## src/rtl/wallace_pkg.sv

```systemverilog
// Shared helpers for the pipelined Wallace multiplier.
// Row helpers work at the widest legal operand; callers trim to PROD_W.
package wallace_pkg;

  localparam int N_STAGES = 3;
  localparam int MAX_W = 32;
  localparam int MAX_PW = 2 * MAX_W;

  // Baugh-Wooley row: MSB row/column cross terms inverted,
  // the two correction ones ride in the free bits of row 0.
  function automatic logic [MAX_PW-1:0] pp_row(
    input logic [MAX_W-1:0] a,
    input logic             b_bit,
    input int               row,
    input logic             signed_mode,
    input int               width
  );
    logic [MAX_PW-1:0] r;
    logic t;
    r = '0;
    for (int j = 0; j < MAX_W; j++) begin
      if (j < width) begin
        t = (|(a & (MAX_W'(1) << j))) & b_bit;
        if (signed_mode && ((j == width - 1) != (row == width - 1)))
          t = ~t;
        r = r | (MAX_PW'(t) << (row + j));
      end
    end
    if (signed_mode && row == 0) begin
      r = r | (MAX_PW'(1) << width);
      r = r | (MAX_PW'(1) << (2 * width - 1));
    end
    return r;
  endfunction

  function automatic int next_rows(input int n);
    return (n / 3) * 2 + n % 3;
  endfunction

  function automatic int rows_at(input int n, input int lvl);
    int r;
    r = n;
    for (int i = 0; i < lvl; i++)
      if (r > 2) r = next_rows(r);
    return r;
  endfunction

  function automatic int n_levels(input int n);
    int r;
    int l;
    r = n;
    l = 0;
    while (r > 2) begin
      r = next_rows(r);
      l++;
    end
    return l;
  endfunction

endpackage

```

## src/rtl/FullAdder.sv

```systemverilog
// 3:2 counter cell.
module FullAdder (
  input  logic x,
  input  logic y,
  input  logic ci,
  output logic s,
  output logic co
);
  assign s  = x ^ y ^ ci;
  assign co = (x & y) | (ci & (x ^ y));
endmodule

```

## src/rtl/HalfAdder.sv

```systemverilog
// 2:2 counter cell.
module HalfAdder (
  input  logic x,
  input  logic y,
  output logic s,
  output logic co
);
  assign s  = x ^ y;
  assign co = x & y;
endmodule

```

## src/rtl/wallace_csa_tree.sv

```systemverilog
// Combinational Wallace reduction: WIDTH rows down to sum/carry.
// Each level groups rows in threes; carries out of the top bit wrap away.
module wallace_csa_tree
  import wallace_pkg::*;
#(
  parameter int WIDTH = 8
) (
  input  logic [2*WIDTH-1:0] pp [WIDTH],
  output logic [2*WIDTH-1:0] sum,
  output logic [2*WIDTH-1:0] carry
);
  localparam int PROD_W = 2 * WIDTH;
  localparam int NLEV = n_levels(WIDTH);

  for (genvar l = 0; l <= NLEV; l++) begin : lv
    localparam int RN = rows_at(WIDTH, l);
    logic [PROD_W-1:0] r [RN];

    if (l == 0) begin : g_in
      for (genvar k = 0; k < WIDTH; k++) begin : g_row
        assign r[k] = pp[k];
      end
    end else begin : g_red
      localparam int PN = rows_at(WIDTH, l - 1);
      localparam int NG = PN / 3;
      localparam int RM = PN % 3;

      for (genvar g = 0; g < NG; g++) begin : grp
        logic [PROD_W-1:0] s;
        logic [PROD_W-1:0] c;
        for (genvar b = 0; b < PROD_W - 1; b++) begin : g_fa
          FullAdder fa (
            .x  (lv[l-1].r[3*g][b]),
            .y  (lv[l-1].r[3*g+1][b]),
            .ci (lv[l-1].r[3*g+2][b]),
            .s  (s[b]),
            .co (c[b+1])
          );
        end
        assign s[PROD_W-1] = lv[l-1].r[3*g][PROD_W-1]
                           ^ lv[l-1].r[3*g+1][PROD_W-1]
                           ^ lv[l-1].r[3*g+2][PROD_W-1];
        assign c[0] = 1'b0;
        assign r[2*g] = s;
        assign r[2*g+1] = c;
      end

      if (RM == 1) begin : g_one
        assign r[2*NG] = lv[l-1].r[3*NG];
      end else if (RM == 2) begin : g_two
        logic [PROD_W-1:0] s;
        logic [PROD_W-1:0] c;
        for (genvar b = 0; b < PROD_W - 1; b++) begin : g_ha
          HalfAdder ha (
            .x  (lv[l-1].r[3*NG][b]),
            .y  (lv[l-1].r[3*NG+1][b]),
            .s  (s[b]),
            .co (c[b+1])
          );
        end
        assign s[PROD_W-1] = lv[l-1].r[3*NG][PROD_W-1]
                           ^ lv[l-1].r[3*NG+1][PROD_W-1];
        assign c[0] = 1'b0;
        assign r[2*NG] = s;
        assign r[2*NG+1] = c;
      end
    end
  end

  assign sum = lv[NLEV].r[0];
  assign carry = lv[NLEV].r[1];

endmodule

```

## src/rtl/wallace_multiplier_pipe.sv

```systemverilog
// Three-stage pipelined Baugh-Wooley/Wallace multiplier
// with valid/ready on both sides and per-stage enables.
module wallace_multiplier_pipe
  import wallace_pkg::*;
#(
  parameter int WIDTH = 8,
  parameter int TAG_W = 4
) (
  input  logic               clk,
  input  logic               rst,
  input  logic               in_valid,
  output logic               in_ready,
  input  logic [WIDTH-1:0]   a,
  input  logic [WIDTH-1:0]   b,
  input  logic               signed_mode,
  input  logic [TAG_W-1:0]   in_tag,
  output logic               out_valid,
  input  logic               out_ready,
  output logic [2*WIDTH-1:0] prod,
  output logic [TAG_W-1:0]   out_tag
);
  localparam int PROD_W = 2 * WIDTH;

  logic [PROD_W-1:0] pp [WIDTH];
  logic [PROD_W-1:0] s1_pp [WIDTH];
  logic [PROD_W-1:0] t_sum, t_cy;
  logic [PROD_W-1:0] s2_sum, s2_cy, s3_prod;
  logic [TAG_W-1:0]  s1_tag, s2_tag, s3_tag;
  logic              s1_v, s2_v, s3_v;
  logic              en1, en2, en3;

  for (genvar i = 0; i < WIDTH; i++) begin : g_pp
    assign pp[i] = PROD_W'(pp_row(MAX_W'(a), b[i], i,
                                  signed_mode, WIDTH));
  end

  // A stage may load when it is empty or its contents move on.
  assign en3 = !s3_v || out_ready;
  assign en2 = !s2_v || en3;
  assign en1 = !s1_v || en2;
  assign in_ready = en1;

  always_ff @(posedge clk or posedge rst) begin
    if (rst) begin
      s1_v <= 1'b0;
      s1_tag <= '0;
      for (int i = 0; i < WIDTH; i++) s1_pp[i] <= '0;
    end else if (en1) begin
      s1_v <= in_valid;
      if (in_valid) begin
        s1_pp <= pp;
        s1_tag <= in_tag;
      end
    end
  end

  wallace_csa_tree #(.WIDTH(WIDTH)) u_tree (
    .pp    (s1_pp),
    .sum   (t_sum),
    .carry (t_cy)
  );

  always_ff @(posedge clk or posedge rst) begin
    if (rst) begin
      s2_v <= 1'b0;
      s2_sum <= '0;
      s2_cy <= '0;
      s2_tag <= '0;
    end else if (en2) begin
      s2_v <= s1_v;
      if (s1_v) begin
        s2_sum <= t_sum;
        s2_cy <= t_cy;
        s2_tag <= s1_tag;
      end
    end
  end

  always_ff @(posedge clk or posedge rst) begin
    if (rst) begin
      s3_v <= 1'b0;
      s3_prod <= '0;
      s3_tag <= '0;
    end else if (en3) begin
      s3_v <= s2_v;
      if (s2_v) begin
        s3_prod <= s2_sum + s2_cy;
        s3_tag <= s2_tag;
      end
    end
  end

  assign out_valid = s3_v;
  assign prod = s3_prod;
  assign out_tag = s3_tag;

endmodule

```

## config.mk

```make
export PLATFORM = sky130hd
export DESIGN_NAME = wallace_multiplier_pipe
export DESIGN_NICKNAME = d
export VERILOG_FILES = /design/src/rtl/wallace_pkg.sv /design/src/rtl/FullAdder.sv /design/src/rtl/HalfAdder.sv /design/src/rtl/wallace_csa_tree.sv /design/src/rtl/wallace_multiplier_pipe.sv
export SDC_FILE = /design/constraint.sdc
export NUM_CORES = 1
export LEC_CHECK = 0
export ABC_AREA = 0
export CORE_MARGIN = 5
export CORE_UTILIZATION = 30
export DETAILED_ROUTE_END_ITERATION = 10
export PLACE_DENSITY = 0.48
export SLEW_MARGIN = 20
export SYNTH_ARGS = -nofsm -noshare
export SYNTH_HDL_FRONTEND = slang
export SYNTH_SLANG_ARGS = --single-unit
```

## constraint.sdc

```tcl
create_clock -name clk -period 4.7 [get_ports clk]
set_clock_uncertainty 0.05 [all_clocks]
set_input_delay 0.705 -clock clk [delete_from_list [all_inputs] [get_ports clk]]
set_output_delay 0.705 -clock clk [all_outputs]
set_load 0.03 [all_outputs]
```

==> run_results.csv <==
group,metric,value,unit
sta,timing.hold.ws,0.425,ns
worst_setup_path,crit_type,"reg -> reg",
sta,setup_tns,0,ns
final_layout,multi_input_area,3090,um^2
cts,clk_latency,0.41,ns
placement,place_congestion,0.746,
floorplan,fp.coreArea,21600,um^2
power,netSwitchingFraction,33.4,%
placement,place_inst,913,
min_path,hp-class,"reg -> reg",
worst_setup_path,setup.worst_path.start_class,"register",
sta,tightestPinTransition,1.03,ns
route,post_drt_via_cell_ratio,4.33,
logic_synthesis,synth_cell_types,38,
cts,tritoncts,"done",
sta,finalWorstSetupSlack,1.76,ns
min_path,min_to,"prod[14]",
worst_setup_path,crit_fanout,2,
logic_synthesis,yosys_warnings,0,
power,p_int,2.85,mW
cts,post-cts-setup-buffers,0,
min_path,min_from,"prod[14]",
placement,dpl_cell_area,7220,um^2
logic_synthesis,yosys.area.top_type,"dfrtp_1",
route,dr.first_iter.drc_count,214,
route,vias,4081,
final_layout,fin_area,7820,um^2
power,powerDensity,547,nW/um^2
final_layout,register_area,3080,um^2
worst_setup_path,critPathArrivalTime,3.17,ns
sta,min_period,2.94,ns
floorplan,die_area,24800,um^2
logic_synthesis,synthesis.area,6530,um^2
logic_synthesis,synthCells,620,
grt,grt_usage,11.5,%
logic_synthesis,seq_area_frac_synth,47.1,%
worst_setup_path,r2r_cells,8,
cts,clk_pin_slew,0.06,ns
route,drt-wirelength-per-cell,14.0,um
grt,grt_pass1_wl,22400,um
job,cap_violations,0,
cts,cts_sinks,123,
worst_setup_path,r2r_slack,1.76,ns
sta,final.period_utilization,62.6,%
sta,slew_violations,0,
placement,dp_slack,1.73,ns
final_layout,insertedDiodeCount,0,
logic_synthesis,synth.area.top_cells,"dfrtp_1 (47%), fa_1 (12%), nand2_1 (8.5%)",
final_layout,area_delta_synth_final,19.7,%
sta,setup_violations,0,
placement,io_buffers,46,
logic_synthesis,synth_fp_nets,717,
power,pwr-share-clk,30.3,%
sta,hold_viol_final,0,
worst_setup_path,cp.required,4.93,ns
final_layout,final_util,36.2,%
cts,clock_tree.root_cell,"clkbuf_16",
worst_setup_path,end_kind,"register",
power,finalPower,4.28,mW
route,dr.pass1.iters,4,
grt,grt_pass1_vias,4299,
power,seqPwrFrac,34.2,%
grt,grt_max_degree,69,
outcome,status,"complete, no violations",
floorplan,ios,47,
logic_synthesis,async_flop_share,100,%
floorplan,die_x,158,um
cts,cts.repair.resized,0,
logic_synthesis,ys_ff_latch,123,
floorplan,die_h,158,um
power,combPwrFrac,35.4,%
floorplan,num_rows,54,
logic_synthesis,yosysTopAreaCellShare,47.1,%
placement,dp.final_hpwl,9590,um
power,p_sw,1.43,mW
route,antenna_left,0,
floorplan,start_util,30.2,%
sta,maxSlewHeadroom,30.9,%
power,ir_worst_vdd,0.000238,V
final_layout,nFillCells,2156,
final_layout,drive_above_1_share,7.54,%
sta,rsz0062_at_grt,"false",
cts,cts_hold_buf,0,
min_path,hold_depth,2,
sta,fmax,0.340,GHz
route,drc,0,
cts,cts_buffer_depth,2,
final_layout,final_cells,943,
route,finalWirelength,13200,um
power,p_leak,3.65,nW
logic_synthesis,ys_top_cells_by_count,"nand2_1 (148), dfrtp_1 (123), o21ai_1 (64)",
cts,cts_inserted_buffers,17,
worst_setup_path,r2r_end,"s2_sum[7]",
grt,antenna_found_initial,0,
logic_synthesis,syn_area_per_cell,10.5,um^2
worst_setup_path,timing.rr.start,"s1_pp[119]",
logic_synthesis,synth-edff-count,0,
grt,overflow,0,
cts,h-tree-depth,4,
final_layout,nets,749,
logic_synthesis,synth_flop_cell,"dfrtp_1",
logic_synthesis,post-synth-top-count-cell,"nand2_1",
per-layer routing:
metal  routed length, um  vias up  track usage [%]
met4                 208        0             3.89
met5                   0        -                0
met1                6480     1955             15.6
li1                    -     2055                -
met2                5990       55             18.0
met3                 511       16             3.22
state kept, by name, indices dropped and copies added, names as in the netlist:
name and cells:
s2_tag 4, s1_tag 4, s1_v 1, s2_v 1, s2_sum 16, prod 16
out_tag 4, out_valid 1, s1_pp 65, s2_cy 11
power groups by stage:
stage	registers, mW	clock network (mW)	logic, mW
floorplan	1.61	0	0.937
global placement	1.48	0	1.53
detailed placement	1.49	0	1.56
CTS	1.47	1.34	1.56
global route	1.50	1.38	1.76
finish	1.47	1.30	1.52
final cells by class:
cell class,instances,share of cell area (%)
Sequential cell,123,39.4
Timing Repair Buffer,51,6.37
Clock inverter,7,1.12
Clock buffer,23,6.49
Inverter,55,2.67
Multi-Input combinational cell,404,39.5
Tap cell,280,4.48
worst max-delay path: stages, from the launching register on:
cell and delay [ns]:
dfrtp_1 0.40, fa_1 0.54, inv_1 0.06, fa_1 0.54
inv_1 0.06, fa_1 0.52, inv_1 0.05, fa_1 0.52
o21ai_0 0.08
cell families (layout without fill, tap and decap cells):
logic type                 Yosys count  after routing  synth area share [%]
AOI/OAI and AO/OA                  101            101                  8.41
xor gates and xnor gates            22             22                  2.95
adders and majority gates           72             72                  18.3
and+or+nand+nor                    166            166                  10.1
muxes                               43             43                  7.39
buffers and inverters               93            136                  5.73
DFF                                123            123                  47.1
worst max-delay path by stage:
stage	start	endpoint	slack (ns)	depth (start not counted)
finish	s1_pp[119]	s2_sum[7]	1.76	8
global route	s1_pp[119]	s2_sum[7]	1.63	8
CTS	s1_pp[119]	s2_sum[7]	1.74	8
detailed placement	out_ready	prod[13]	1.73	5
global placement	s1_pp[119]	s2_sum[7]	1.76	8
floorplan	rst	out_tag[0]	0.67	1
layout by cell type, fill, tap and decap left out, drive strengths merged:
| cell type | instances |
|---|---|
| mux2 | 42 |
| ha | 33 |
| mux2i | 1 |
| nor3b | 1 |
| inv | 55 |
| clkinvlp | 1 |
| o211a | 1 |
| a21oi | 10 |
| or4 | 1 |
| o21ai | 79 |
| nor3 | 1 |
| nand2 | 148 |
| nand3 | 2 |
| a211oi | 1 |
| buf | 5 |
| xnor2 | 4 |
| clkinv | 4 |
| fa | 39 |
| dfrtp | 123 |
| and3 | 1 |
| nand4b | 1 |
| bufinv | 2 |
| a41oi | 1 |
| nor2 | 3 |
| xor2 | 18 |
| nand4 | 2 |
| clkbuf | 23 |
| nand2b | 5 |
| a22oi | 1 |
| o21bai | 1 |
| a21o | 3 |
| clkdlybuf4s50 | 46 |
| nor2b | 1 |
| o31ai | 1 |
| a21boi | 2 |
| o311a | 1 |
Power figures use the tool's default switching activity.
